### src/rtl/mem_port_arbiter.sv
// Arbitrates one memory port between ifetch and load/store; data wins unless ifetch has starved.
// Optional MEM_ARB_PERF_CNT_EN adds conflict/forced-grant counters.
module mem_port_arbiter #(
  parameter int XLEN       = 32,
  parameter int STARVE_MAX = 4
) (
  input  logic            clk,
  input  logic            reset_n,
  input  logic            if_req_i,
  input  logic [XLEN-1:0] if_adr_i,
  output logic            if_gnt_o,
  output logic            if_rvalid_o,
  output logic [31:0]     if_rdata_o,
  input  logic            dm_req_i,
  input  logic [XLEN-1:0] dm_adr_i,
  input  logic            dm_we_i,
  input  logic [XLEN-1:0] dm_wdata_i,
  input  logic [2:0]      dm_size_i,
  output logic            dm_gnt_o,
  output logic            dm_rvalid_o,
  output logic [XLEN-1:0] dm_rdata_o,
  output logic            mem_req_o,
  output logic [XLEN-1:0] mem_adr_o,
  output logic            mem_we_o,
  output logic [XLEN-1:0] mem_wdata_o,
  output logic [2:0]      mem_size_o,
  input  logic            mem_gnt_i,
  input  logic            mem_rvalid_i,
  input  logic [XLEN-1:0] mem_rdata_i
`ifdef MEM_ARB_PERF_CNT_EN
  ,
  output logic [31:0]     conflict_cnt_o,
  output logic [31:0]     force_cnt_o
`endif
);

  typedef enum logic {IDLE, WAIT_RSP} state_t;

  localparam logic       OWN_IF     = 1'b0;
  localparam logic       OWN_DM     = 1'b1;
  localparam logic [3:0] STARVE_LIM = 4'(STARVE_MAX);

  state_t     state_q, state_d;
  logic       lock_q, lock_d;
  logic       owner_q, owner_d;
  logic [3:0] starve_q, starve_d;
  logic       present;
  logic       sel;

  always_ff @(posedge clk or negedge reset_n) begin
    if (!reset_n) begin
      state_q  <= IDLE;
      lock_q   <= 1'b0;
      owner_q  <= OWN_IF;
      starve_q <= 4'd0;
    end else begin
      state_q  <= state_d;
      lock_q   <= lock_d;
      owner_q  <= owner_d;
      starve_q <= starve_d;
    end
  end

  always_comb begin
    state_d     = state_q;
    lock_d      = lock_q;
    owner_d     = owner_q;
    starve_d    = starve_q;
    present     = 1'b0;
    sel         = OWN_IF;
    if_gnt_o    = 1'b0;
    if_rvalid_o = 1'b0;
    if_rdata_o  = '0;
    dm_gnt_o    = 1'b0;
    dm_rvalid_o = 1'b0;
    dm_rdata_o  = '0;
    mem_req_o   = 1'b0;
    mem_adr_o   = '0;
    mem_we_o    = 1'b0;
    mem_wdata_o = '0;
    mem_size_o  = 3'b000;
    // Outputs are forced quiet while reset is held, even though they are partly combinational.
    if (reset_n) begin
      case (state_q)
        IDLE: begin
          if (lock_q) begin
            present = 1'b1;
            sel     = owner_q;
          end else begin
            present = if_req_i || dm_req_i;
            sel     = (dm_req_i && !(if_req_i && starve_q == STARVE_LIM)) ? OWN_DM : OWN_IF;
          end
          mem_req_o = present;
          if (present) begin
            if (sel == OWN_DM) begin
              mem_adr_o   = dm_adr_i;
              mem_we_o    = dm_we_i;
              mem_wdata_o = dm_wdata_i;
              mem_size_o  = dm_size_i;
            end else begin
              mem_adr_o   = if_adr_i;
              mem_size_o  = 3'b010;
            end
            owner_d = sel;
            if (mem_gnt_i) begin
              lock_d  = 1'b0;
              state_d = WAIT_RSP;
              if (sel == OWN_DM) begin
                dm_gnt_o = 1'b1;
                if (if_req_i && starve_q != STARVE_LIM) starve_d = starve_q + 4'd1;
              end else begin
                if_gnt_o = 1'b1;
                starve_d = 4'd0;
              end
            end else begin
              lock_d = 1'b1;
            end
          end
        end
        WAIT_RSP: begin
          if (mem_rvalid_i) begin
            state_d = IDLE;
            if (owner_q == OWN_DM) begin
              dm_rvalid_o = 1'b1;
              dm_rdata_o  = mem_rdata_i;
            end else begin
              if_rvalid_o = 1'b1;
              if_rdata_o  = mem_rdata_i[31:0];
            end
          end
        end
        default: state_d = IDLE;
      endcase
    end
  end

`ifdef MEM_ARB_PERF_CNT_EN
  logic [31:0] conflict_q;
  logic [31:0] force_q;

  // An IF grant while the counter sits at its limit can only be a forced one.
  always_ff @(posedge clk or negedge reset_n) begin
    if (!reset_n) begin
      conflict_q <= 32'd0;
      force_q    <= 32'd0;
    end else begin
      if (state_q == IDLE && if_req_i && dm_req_i) conflict_q <= conflict_q + 32'd1;
      if (if_gnt_o && starve_q == STARVE_LIM) force_q <= force_q + 32'd1;
    end
  end

  assign conflict_cnt_o = conflict_q;
  assign force_cnt_o    = force_q;
`endif

endmodule

### config.mk
export PLATFORM = sky130hd
export DESIGN_NAME = mem_port_arbiter
export DESIGN_NICKNAME = d
export VERILOG_FILES = /design/src/rtl/mem_port_arbiter.sv
export SDC_FILE = /design/constraint.sdc
export NUM_CORES = 1
export LEC_CHECK = 0
export CAP_MARGIN = 20
export CORE_AREA = 5 5 103 105
export CTS_CLUSTER_SIZE = 12
export DETAILED_ROUTE_END_ITERATION = 6
export DIE_AREA = 0 0 108 110
export HOLD_SLACK_MARGIN = 0.08
export PLACE_DENSITY_LB_ADDON = 0.3
export SLEW_MARGIN = 20
export SYNTH_ARGS = -nofsm -noshare
export SYNTH_HDL_FRONTEND = slang
export SYNTH_SLANG_ARGS = --single-unit
### constraint.sdc
create_clock -name clk -period 1.5 [get_ports clk]
set_input_delay 0.15 -clock clk [delete_from_list [all_inputs] [get_ports clk]]
set_output_delay 0.15 -clock clk [all_outputs]
set_load 0.02 [all_outputs]
==> results of run 1 <==
## per-layer routing
layer	share of wire (%)	vias to the layer above
met2	55	182
met5	0	-
met1	32	1431
met4	1.8	0
met3	11	16
li1	-	1505
## stage by stage
step | instance area [µm²] | setup TNS [ps] | power, mW | hold WS (ps) | worst slack (ps)
floorplan | 2200 | -2350 | 2.62 | -146 | -87.4
global placement | 5340 | -91270 | 4.30 | 500 | -740
detailed placement | 5340 | -94450 | 4.38 | 503 | -789
CTS | 5960 | -57710 | 5.03 | 592 | -640
global route | 5930 | -61030 | 5.45 | 598 | -706
finish | 5930 | -48950 | 5.12 | 562 | -585
## power breakdown
group / total [mW] / leakage (nW) / switching (mW) / internal, mW
Sequential: 0.288 / 0.0891 / 0.0437 / 0.244
Clock: 0.276 / 0.0255 / 0.0950 / 0.181
Combinational: 4.56 / 2.55 / 2.25 / 2.31
## state kept, by name (all words and copies together), names as in the netlist
signal and cells:
starve_q 4, lock_q 1, state_q 1, owner_q 1
## how the worst max path moves through the flow
stage	cells past startpoint	to	start
finish	10	mem_adr_o[0]	starve_q[0]$_DFFE_PN0P_
global route	10	mem_adr_o[0]	starve_q[1]$_DFFE_PN0P_
CTS	10	mem_adr_o[0]	starve_q[0]$_DFFE_PN0P_
detailed placement	7	mem_adr_o[29]	if_req_i
global placement	7	mem_adr_o[16]	dm_req_i
floorplan	7	mem_adr_o[10]	starve_q[1]$_DFFE_PN0P_
## layout by cell type (no fill, tap or decap), drive strengths merged
cell / n
a21oi: 32
and2: 64
and3: 36
and3b: 1
and4: 1
buf: 195
clkbuf: 6
clkdlybuf4s15: 2
clkdlybuf4s50: 136
clkinv: 1
dfrtp: 7
dlygate4sd2: 2
dlygate4sd3: 1
ha: 2
inv: 3
mux2: 1
nand2: 71
nand2b: 1
nand3: 1
nand3b: 1
nand4b: 1
nor2: 6
nor2b: 1
nor3: 1
nor3b: 2
o21a: 2
o21ai: 2
o22ai: 1
o31ai: 1
or2b: 1
xnor2: 3
## cells by family (layout without fill, tap and decap cells)
kind of cell / after synthesis / count (layout)
simple gates: 188 / 188
compound gates: 38 / 38
buf+inv: 27 / 346
flops: 7 / 7
xor+xnor: 3 / 3
fa+ha+maj: 2 / 2
mux: 1 / 1
## worst max-delay path, cell delays in order (launching register included)
cell and delay, ps:
dfrtp_1 380, inv_2 80, ha_4 130, nand3b_1 160, o21ai_4 250, buf_4 150, buf_6 80, buf_6 90
nand2_1 80, a21oi_4 160, buf_6 130
## area by class of cell
cell class	count	share of cell area (%)
Inverter	3	0.190
Clock buffer	3	0.696
Tap cell	133	2.81
Multi-Input combinational cell	232	34.4
Clock inverter	1	0.0844
Sequential cell	7	2.97
Timing Repair Buffer	339	58.8
## cell usage after synthesis (3+ instances only)
library cell	n	area, µm²
and3_1	36	225
buf_6	8	90.1
nand2_1	71	267
and2_1	64	400
nor2_1	3	11.3
buf_2	4	20.0
nor2_2	3	18.8
a21oi_1	30	150
clkbuf_1	10	37.5
dfrtp_1	7	175
xnor2_1	3	26.3
## timing repair
| item | CTS | global route |
|---|---|---|
| pin swaps | 37 | 19 |
| setup buffers | 25 | 6 |
| gates resized for setup | 700 | 144 |
| endpoints found under the setup margin | 141 | 144 |
| hold endpoints to repair | 7 | 0 |
| hold buffers | 1 | 0 |
| gates cloned | 6 | 1 |
==> flow_summary.rst, run 1 <==
.. list-table::
   :header-rows: 1

   * - Metric
     - Value
   * - Result of the run
     - finished, violations left
   * - Violations in the final reports
     - negative setup slack
   * - Cell area after technology mapping
     - approximately 1700 µm²
   * - Transition time at the pin with the least slew margin
     - roughly 360 ps
   * - Antenna violations before repair
     - 0
   * - Final setup violation count
     - 141
   * - Routing layer with the top usage in global route
     - met2
   * - Met2 Use GR
     - 39.3%
   * - Number of clock sinks seen by CTS
     - 7
   * - Deepest level of the CTS H-tree
     - 1
   * - Number of max-cap violations
     - 0
   * - Post-synth EDFFs
     - 0
   * - Max Transition Viols Final
     - 0
   * - Final WL
     - around 12000 µm
   * - Gate count of the mapped netlist
     - 266
   * - Combined global-route utilization of all metal layers
     - 18.9%
   * - Reg2Reg Capture Point
     - starve_q[1]$_DFFE_PN0P_
   * - Portion of netlist area occupied by mux cells
     - less than 1%
   * - Number of standard cells in the final layout excluding fillers
     - just over 700
   * - Via count
     - 3134
   * - Final #Nets
     - 726
   * - PwrDens
     - 864 nW/µm²
   * - Num ports
     - 275
   * - Residual overflow from global routing
     - 0
   * - Fin. Hold Viols
     - 0
   * - Data arrival time at the worst-slack endpoint
     - 1940 ps
   * - Synthesized-area fraction occupied by ao, oa, aoi and oai cells
     - 14.3%
   * - Seq cells post-synth
     - 7
   * - Setup repair after global routing missed its margin
     - true
   * - CP Class
     - reg -> out
   * - IR drop worst, VDD
     - 0.515 mV
   * - Number of global-route vias before repair
     - roughly 3400
   * - Data required time at the worst endpoint
     - 1350 ps
   * - Depth of the worst register-to-register path
     - 10
   * - Post-synth ARST share
     - 100%
   * - Dominant combinational cell family by area after synthesis
     - simple AND/OR/NAND/NOR gates
   * - CTS Buffer Depth
     - 2
   * - Syn_nets
     - 406
   * - Clock buffers created by TritonCTS
     - 3
   * - Remaining DRCs
     - 0
   * - Dpl hpwl
     - 9360 µm
   * - Met3 Use GR
     - 6.70%
   * - Starting Density
     - 17.4%
   * - CTS tree
     - built
   * - Clock root cell
     - clkbuf_8
   * - Final worst path period share
     - 139%
   * - Pin count of the biggest net entering global routing
     - 40
   * - Synth Area in Adders
     - 1.51%
   * - Register-to-register setup slack
     - -320 ps
   * - Shortest period the worst path allows
     - 2090 ps
   * - Clock Latency Late Sink
     - 230 ps
   * - Combined area of the multi-input logic cells
     - roughly 2000 µm²
   * - CTS clk-pin slew, worst paths
     - around 50 ps
   * - Overall die width
     - roughly 110 µm
   * - Number of library cell types mapped by synthesis
     - 35
   * - Leading register cell type out of synthesis
     - dfrtp_1
   * - Leakage Power
     - 2.66 nW
   * - Number of placement rows
     - 36
   * - Worst min-delay path category
     - reg -> reg
   * - Fraction of met1 tracks used by global routing
     - 17.6%
   * - Post-synthesis share of cell area spent on and, or, nand and nor gates
     - 60.8%
   * - Crit. End Element
     - primary output
   * - Headroom to the max-slew limit
     - 75.8%
   * - Fin worst setup slack
     - -585 ps
   * - Number of warnings reported in the yosys synthesis log
     - 0
   * - Cell count of the worst hold path
     - 1
   * - First-pass DRT Iterations
     - 4
   * - Floorplan die area
     - approximately 12000 µm²
   * - Die boundary height
     - 110 µm
   * - Placed insts
     - slightly below 700
   * - Sequential share of the synthesized area
     - 10.6%
   * - Antenna cell count
     - 0
   * - Fraction of the core area covered by cells at the end of the flow
     - between 60% and 70%
   * - Detail-routed net length per standard cell
     - around 17 µm
   * - Maximum fanout encountered on the critical timing path
     - 3
   * - Final weighted congestion of routability-driven global placement
     - 0.776
   * - Maximum frequency from static timing analysis
     - ~480 MHz
   * - IO Port Bufs
     - 274
   * - Average cell area after synthesis
     - 6.23 µm²
   * - Type of element launching the critical path
     - flop
   * - Post-Route Skew
     - roughly 2.9 ps
   * - ANT nets after route
     - 0
   * - Origin of the worst min-delay path
     - lock_q$_DFFE_PN0P_
   * - Startpoint of the lowest-slack register-to-register path
     - starve_q[0]$_DFFE_PN0P_
   * - Layout Area Growth over Synthesis
     - 258%
   * - Iteration-0 DRC Markers
     - 110
   * - Fraction of final layout cells with drive strength greater than 1
     - between 60 and 70%
   * - Flip-flop and latch area
     - 176 µm²
   * - XOR/XNOR Fraction of Synth Area
     - 1.58%
   * - Endpoint, Worst Hold
     - lock_q$_DFFE_PN0P_
   * - Placeable core region
     - roughly 9500 µm²
   * - First-pass GRT wire length
     - 17700 µm
   * - Number of fill cells in the layout
     - 819
   * - Via count normalized by instance count
     - 4.36
Power figures use the tool's default switching activity.
==> run 2: changes to the inputs <==
--- a/config.mk
+++ b/config.mk
@@ -7,6 +7,7 @@
 export LEC_CHECK = 0
 export CAP_MARGIN = 20
 export CORE_AREA = 5 5 103 105
+export CTS_BUF_LIST = sky130_fd_sc_hd__clkbuf_4
 export CTS_CLUSTER_SIZE = 12
 export DETAILED_ROUTE_END_ITERATION = 6
 export DIE_AREA = 0 0 108 110
==> run 2 against run 1 <==
Against the previous run:
- the flow still finishes with violations (negative setup slack)
- clock power down 32%
- wire length up 13%
- clock-buffer cell count unchanged
- power up 24%
- clock skew up 5.0 ps
- setup slack worse by 23 ps
- combinational power up 29%
- final cell count up 3.2%
- global-route usage down 0.12 points
- critical path type unchanged
- critical endpoint is now mem_adr_o[23]
- largest cell class unchanged
- highest routed layer unchanged
==> flow_summary.rst, run 2 (synthesis results as in run 1) <==
.. list-table::
   :header-rows: 1

   * - Metric
     - Value
   * - Max Transition Viols Final
     - 0 (unchanged)
   * - Clock buffers created by TritonCTS
     - 3 (unchanged)
   * - Via count
     - 3295 (was 3134)
   * - Post-Route Skew
     - 7.87 ps (was 2.85 ps)
   * - Residual overflow from global routing
     - 0 (unchanged)
   * - Most common cell after layout, fill and taps aside
     - buf_6 (was clkdlybuf4s50_1)
   * - Worst path slowest cell
     - dfrtp_1 (unchanged)
   * - Largest register FFs
     - 4 (unchanged)
   * - Overall die width
     - 108 µm (unchanged)
   * - Number of placement rows
     - 36 (unchanged)
   * - Setup repair after global routing missed its margin
     - true (unchanged)
   * - Fin worst setup slack
     - -608 ps (was -585 ps)
   * - ANT nets after route
     - 0 (unchanged)
   * - Number of fill cells in the layout
     - 705 (was 819)
   * - Headroom to the max-slew limit
     - 76.1% (was 75.8%)
   * - Die boundary height
     - 110 µm (unchanged)
   * - CTS tree
     - built (unchanged)
   * - Bufs and invs on worst path
     - 4 (was 5)
   * - Highest-count cells in the layout ignoring fill and taps
     - buf_6, clkdlybuf4s50_1, and2_4, buf_4, and3_4 (was clkdlybuf4s50_1, buf_6, and2_4, nand2_1, buf_4)
   * - CTS clk-pin slew, worst paths
     - 60 ps (was 50 ps)
   * - IO Port Bufs
     - 274 (unchanged)
   * - Crit. End Element
     - primary output (unchanged)
   * - Power after layout
     - 6.35 mW (was 5.12 mW)
   * - Antenna violations before repair
     - 0 (unchanged)
   * - Starting Density
     - 17.4% (unchanged)
   * - Reg with most FFs
     - starve_q (unchanged)
   * - Iteration-0 DRC Markers
     - 90 (was 110)
   * - Data required time at the worst endpoint
     - 1350 ps (about the same)
   * - Final setup violation count
     - 141 (unchanged)
   * - Number of clock sinks seen by CTS
     - 7 (unchanged)
   * - Final worst path period share
     - 141% (was 139%)
   * - First-pass DRT Iterations
     - 6 (was 4)
   * - Sequence of cells on the critical path
     - inv_2, ha_4, nand3b_1, o21a_4, buf_6, clkbuf_16, nand2_4, a21oi_4, buf_6 (was inv_2, ha_4, nand3b_1, o21ai_4, buf_4, buf_6, buf_6, nand2_1, a21oi_4, buf_6)
   * - Crit path largest cell delay
     - 380 ps (about the same)
   * - Final #Nets
     - 748 (was 726)
   * - Combined global-route utilization of all metal layers
     - 18.8% (was 18.9%)
   * - Remaining DRCs
     - 0 (unchanged)
   * - Worst Setup Slack post-DPL
     - -789 ps (unchanged)
   * - Flip-flop and latch area
     - 175 µm² (was 176 µm²)
   * - Combined area of the multi-input logic cells
     - 2290 µm² (was 2040 µm²)
   * - Dpl hpwl
     - 9360 µm (unchanged)
   * - Violations in the final reports
     - negative setup slack (unchanged)
   * - Placeable core region
     - 9550 µm² (unchanged)
   * - Crit-path leading delay family
     - buffers and inverters (unchanged)
   * - Final WL
     - 14100 µm (was 12400 µm)
   * - Fraction of final layout cells with drive strength greater than 1
     - 70.7% (was 62.2%)
   * - CP Class
     - reg -> out (unchanged)
   * - Num ports
     - 275 (unchanged)
   * - Clock Latency Late Sink
     - 270 ps (was 230 ps)
   * - Final weighted congestion of routability-driven global placement
     - 0.776 (unchanged)
   * - Number of max-cap violations
     - 0 (unchanged)
   * - Via count normalized by instance count
     - 4.45 (was 4.36)
   * - First-pass GRT wire length
     - 17600 µm (was 17700 µm)
   * - Fin. Hold Viols
     - 0 (unchanged)
   * - Data arrival time at the worst-slack endpoint
     - 1960 ps (was 1940 ps)
   * - Type of element launching the critical path
     - flop (unchanged)
   * - Startpoint of the lowest-slack register-to-register path
     - starve_q[0]$_DFFE_PN0P_ (unchanged)
   * - CTS Buffer Depth
     - 2 (unchanged)
   * - IR drop worst, VDD
     - 0.471 mV (was 0.515 mV)
   * - Reg2Reg Capture Point
     - starve_q[1]$_DFFE_PN0P_ (unchanged)
   * - Pin count of the biggest net entering global routing
     - 40 (unchanged)
   * - Transition time at the pin with the least slew margin
     - 358 ps (was 361 ps)
   * - Maximum frequency from static timing analysis
     - 474 MHz (was 480 MHz)
   * - Result of the run
     - finished, violations left (unchanged)
   * - Worst hold slack across all endpoints
     - 580 ps (was 562 ps)
   * - Maximum fanout encountered on the critical timing path
     - 8 (was 3)
   * - Register-to-register setup slack
     - -150 ps (was -320 ps)
   * - Depth of the worst register-to-register path
     - 8 (was 10)
   * - Deepest level of the CTS H-tree
     - 1 (unchanged)
   * - Worst min-delay path category
     - in -> async (was reg -> reg)
   * - Leakage Power
     - 2.96 nW (was 2.66 nW)
   * - Number of global-route vias before repair
     - 3460 (was 3402)
   * - PwrDens
     - 955 nW/µm² (was 864 nW/µm²)
   * - Most common cell on crit path
     - buf_6 (unchanged)
   * - Clock root cell
     - clkbuf_4 (was clkbuf_8)
   * - Floorplan die area
     - 11900 µm² (unchanged)
   * - Layout Area Growth over Synthesis
     - 301% (was 258%)
   * - Shortest period the worst path allows
     - 2110 ps (was 2090 ps)
   * - Detail-routed net length per standard cell
     - 19.0 µm (was 17.3 µm)
run 2: layout make-up:
| class | instances | share of cell area, % |
|---|---|---|
| Tap cell | 133 | 2.50 |
| Sequential cell | 7 | 2.63 |
| Antenna cell | 1 | 0.0376 |
| Multi-Input combinational cell | 232 | 34.4 |
| Timing Repair Buffer | 361 | 59.8 |
| Inverter | 3 | 0.207 |
| Clock buffer | 3 | 0.339 |
| Clock inverter | 1 | 0.0753 |
run 2: power by group:
part           internal, mW  switching, mW  total (mW)
combinational          3.12           2.76        5.87
sequential            0.242         0.0428       0.285
clock                0.0985         0.0901       0.189
run 2: per-layer routing:
layer / global-route usage [%] / wire length (µm) / vias to the layer above / part of all wire [%]
met5: 0 / 0 / - / 0
met4: 5.41 / 334 / 0 / 2.4
met3: 7.28 / 1460 / 24 / 10
met2: 38.2 / 7740 / 187 / 55
met1: 17.0 / 4560 / 1529 / 32
li1: - / - / 1555 / -
run 2: per-stage QoR:
stage	instances	setup TNS, ps	utilization, %	cell area (µm²)
final	741	-52560	69.6	6650
after floorplan	266	-2350	-	2200
after detailed placement	685	-94450	55.9	5340
after global placement	685	-91270	55.9	5340
after global routing	740	-61650	69.6	6650
after CTS	721	-58100	62.1	5930
run 2: worst max path at each step:
stage,start,endpoint,slack [ps],depth (start not counted)
floorplan,starve_q[1]$_DFFE_PN0P_,mem_adr_o[10],-90,7
global placement,dm_req_i,mem_adr_o[16],-740,7
detailed placement,if_req_i,mem_adr_o[29],-790,7
CTS,starve_q[0]$_DFFE_PN0P_,mem_adr_o[0],-680,10
global route,starve_q[0]$_DFFE_PN0P_,mem_adr_o[23],-690,9
finish,starve_q[0]$_DFFE_PN0P_,mem_adr_o[23],-610,9
run 2: repair_timing:
action,CTS,global route
cloned,5,11
hold endpoints to repair,7,0
pin swaps,29,83
buffers inserted,26,20
gates resized for setup,753,235
endpoints found under the setup margin,141,144
hold buffers,1,0
run 2: tightest hold or removal path: cells and delay by family:
kind                   cells  cell delay [ps]
buffers and inverters      3             1110
==> run 3: changes to the inputs <==
--- a/config.mk
+++ b/config.mk
@@ -13,6 +13,7 @@
 export DIE_AREA = 0 0 108 110
 export HOLD_SLACK_MARGIN = 0.08
 export PLACE_DENSITY_LB_ADDON = 0.3
+export SKIP_LAST_GASP = 1
 export SLEW_MARGIN = 20
 export SYNTH_ARGS = -nofsm -noshare
 export SYNTH_HDL_FRONTEND = slang
==> run 3 against run 2 <==
Against the previous run:
- power shrank 14%
- highest routed layer unchanged
- first-iteration DRC count shrank 3.3%
- clock skew is essentially flat
- register-to-register slack lost 80 ps
- critical path depth is the same
- final cell count shrank 1.3%
- hold slack is essentially flat
- the run still ends with negative setup slack left
==> flow_summary.rst, run 3 (synthesis results as in run 1) <==
.. list-table::
   :header-rows: 1

   * - Metric
     - Value
   * - Setup repair after global routing missed its margin
     - true (unchanged)
   * - IR drop worst, VDD
     - 0.403 mV (was 0.471 mV)
   * - Most common cell after layout, fill and taps aside
     - clkdlybuf4s50_1 (was buf_6)
   * - Total number of cells along the worst setup path
     - 9 (unchanged)
   * - Type of element launching the critical path
     - flop (unchanged)
   * - Layout Area Growth over Synthesis
     - 272% (was 301%)
   * - Clock root cell
     - clkbuf_4 (unchanged)
   * - Clock buffers created by TritonCTS
     - 3 (unchanged)
   * - Via count
     - 3192 (was 3295)
   * - Dpl hpwl
     - 9360 µm (unchanged)
   * - Met2 Use GR
     - 38.3% (was 38.2%)
   * - Cell area reported after detailed placement
     - 5340 µm² (unchanged)
   * - Placeable core region
     - 9550 µm² (unchanged)
   * - Max Transition Viols Final
     - 0 (unchanged)
   * - Maximum frequency from static timing analysis
     - 465 MHz (was 474 MHz)
   * - Final weighted congestion of routability-driven global placement
     - 0.776 (unchanged)
   * - Headroom to the max-slew limit
     - 76.1% (about the same)
   * - Met3 Use GR
     - 7.40% (was 7.28%)
   * - Routing layer with the top usage in global route
     - met2 (unchanged)
   * - Num ports
     - 275 (unchanged)
   * - Fraction of final layout cells with drive strength greater than 1
     - 64.3% (was 70.7%)
   * - Depth of the worst register-to-register path
     - 8 (unchanged)
   * - First-pass GRT wire length
     - 17700 µm (was 17600 µm)
   * - Via count normalized by instance count
     - 4.37 (was 4.45)
   * - Placed insts
     - 685 (unchanged)
   * - Highest-count cells in the layout ignoring fill and taps
     - clkdlybuf4s50_1, buf_6, and2_4, buf_4, nand2_1 (was buf_6, clkdlybuf4s50_1, and2_4, buf_4, and3_4)
   * - Floorplan die area
     - 11900 µm² (unchanged)
   * - Number of fill cells in the layout
     - 791 (was 705)
   * - Transition time at the pin with the least slew margin
     - 357 ps (was 358 ps)
   * - CTS clk-pin slew, worst paths
     - 60 ps (about the same)
   * - Iteration-0 DRC Markers
     - 87 (was 90)
   * - Pin count of the biggest net entering global routing
     - 40 (unchanged)
   * - Deepest level of the CTS H-tree
     - 1 (unchanged)
   * - Largest register FFs
     - 4 (unchanged)
   * - Number of max-cap violations
     - 0 (unchanged)
   * - Fraction of met1 tracks used by global routing
     - 17.2% (was 17.0%)
   * - Number of standard cells in the final layout excluding fillers
     - 731 (was 741)
   * - Reg with most FFs
     - starve_q (unchanged)
   * - Clock Latency Late Sink
     - 260 ps (was 270 ps)
   * - Combined global-route utilization of all metal layers
     - 18.9% (was 18.8%)
   * - Final WL
     - 12800 µm (was 14100 µm)
   * - Shortest period the worst path allows
     - 2150 ps (was 2110 ps)
   * - Leakage Power
     - 2.74 nW (was 2.96 nW)
   * - Bufs and invs on worst path
     - 4 (unchanged)
   * - Fin. Hold Viols
     - 0 (unchanged)
   * - Die boundary height
     - 110 µm (unchanged)
   * - Final setup violation count
     - 141 (unchanged)
   * - Overall die width
     - 108 µm (unchanged)
   * - Data required time at the worst endpoint
     - 1350 ps (about the same)
   * - CTS tree
     - built (unchanged)
   * - Number of clock sinks seen by CTS
     - 7 (unchanged)
   * - Final #Nets
     - 738 (was 748)
   * - Violations in the final reports
     - negative setup slack (unchanged)
   * - Worst path slowest cell
     - dfrtp_1 (unchanged)
   * - Antenna violations before repair
     - 0 (unchanged)
   * - Remaining DRCs
     - 0 (unchanged)
   * - ANT nets after route
     - 0 (unchanged)
   * - Post-Route Skew
     - 8.21 ps (was 7.87 ps)
   * - Area of all placed cells without fillers
     - 6170 µm² (was 6650 µm²)
   * - Fin worst setup slack
     - -650 ps (was -608 ps)
   * - IO Port Bufs
     - 274 (unchanged)
   * - CP Class
     - reg -> out (unchanged)
   * - First-pass DRT Iterations
     - 4 (was 6)
   * - Worst hold slack across all endpoints
     - 579 ps (was 580 ps)
   * - CTS Buffer Depth
     - 2 (unchanged)
   * - Crit-path leading delay family
     - buffers and inverters (unchanged)
   * - PwrDens
     - 881 nW/µm² (was 955 nW/µm²)
   * - Number of placement rows
     - 36 (unchanged)
   * - Data arrival time at the worst-slack endpoint
     - 2000 ps (was 1960 ps)
   * - Result of the run
     - finished, violations left (unchanged)
   * - Residual overflow from global routing
     - 0 (unchanged)
   * - Final worst path period share
     - 143% (was 141%)
   * - Crit path largest cell delay
     - 380 ps (about the same)
   * - Detail-routed net length per standard cell
     - 17.5 µm (was 19.0 µm)
   * - Worst min-delay path category
     - in -> async (unchanged)
   * - Starting Density
     - 17.4% (unchanged)
   * - Crit. End Element
     - primary output (unchanged)
   * - Number of global-route vias before repair
     - 3470 (was 3460)
   * - Maximum fanout encountered on the critical timing path
     - 14 (was 8)
   * - Sequence of cells on the critical path
     - inv_2, ha_4, nand3b_1, o21ai_4, buf_6, buf_12, nand2_1, a21oi_4, buf_4 (was inv_2, ha_4, nand3b_1, o21a_4, buf_6, clkbuf_16, nand2_4, a21oi_4, buf_6)
[run 3: cell type report]
class                   instances  area, µm²  share of cell area [%]
diodes                          1       2.50                  0.0406
flip-flops and latches          7        175                    2.84
well taps                     133        166                    2.70
repair buffers                350       3690                    59.8
multi-input cells             233       2090                    33.9
inverters                       3       11.3                   0.183
clock inverters                 1       5.00                  0.0812
clock buffers                   3       22.5                   0.365
[run 3: where the power goes]
part	internal (mW)	switching (mW)	total, mW
sequential	0.242	0.0430	0.285
combinational	2.60	2.36	4.96
clock	0.0983	0.0855	0.184
[run 3: worst paths after layout]
path                                          from                      end  slack (ps)
max reg2reg                starve_q[0]$_DFFE_PN0P_  starve_q[1]$_DFFE_PN0P_        -230
max                        starve_q[0]$_DFFE_PN0P_             mem_adr_o[9]        -650
min in group clk                           reset_n      state_q$_DFFE_PN0P_         610
min reg2reg                starve_q[3]$_DFFE_PN0P_  starve_q[3]$_DFFE_PN0P_         650
max in group asynchronous                  reset_n      owner_q$_DFFE_PN0P_         650
min                                        reset_n       lock_q$_DFFE_PN0P_         580
[run 3: repair_timing]
action                                  4_1_cts  5_1_grt
pin swaps                                    28       38
endpoints found under the setup margin      141      144
gates resized for setup                     616      287
hold endpoints to repair                      7        0
buffers inserted                             26       19
cloned                                        5        3
hold buffers                                  1        0
[run 3: worst register-to-register path, cell delays in order (launching register included)]
cell and delay [ps]:
dfrtp_1 380, inv_2 80, ha_4 130, nand3b_1 230, o21ai_4 260, buf_6 150
and3_4 200, buf_6 130, o22ai_2 60
[run 3: per-layer routing]
layer | share of wire, % | wire length [µm] | up-vias
li1 | - | - | 1538
met1 | 32 | 4050 | 1456
met2 | 55 | 7040 | 180
met3 | 11 | 1430 | 18
met4 | 2.2 | 284 | 0
met5 | 0 | 0 | -
[run 3: through the flow]
step | utilization (%) | setup TNS, ps | total power, mW | setup WS [ps]
after floorplan | - | -2350 | 2.62 | -87.4
after global placement | 55.9 | -91270 | 4.30 | -740
after detailed placement | 55.9 | -94450 | 4.38 | -789
after CTS | 62.4 | -64480 | 4.89 | -720
after global routing | 64.6 | -67270 | 5.79 | -759
final | 64.6 | -55900 | 5.43 | -650
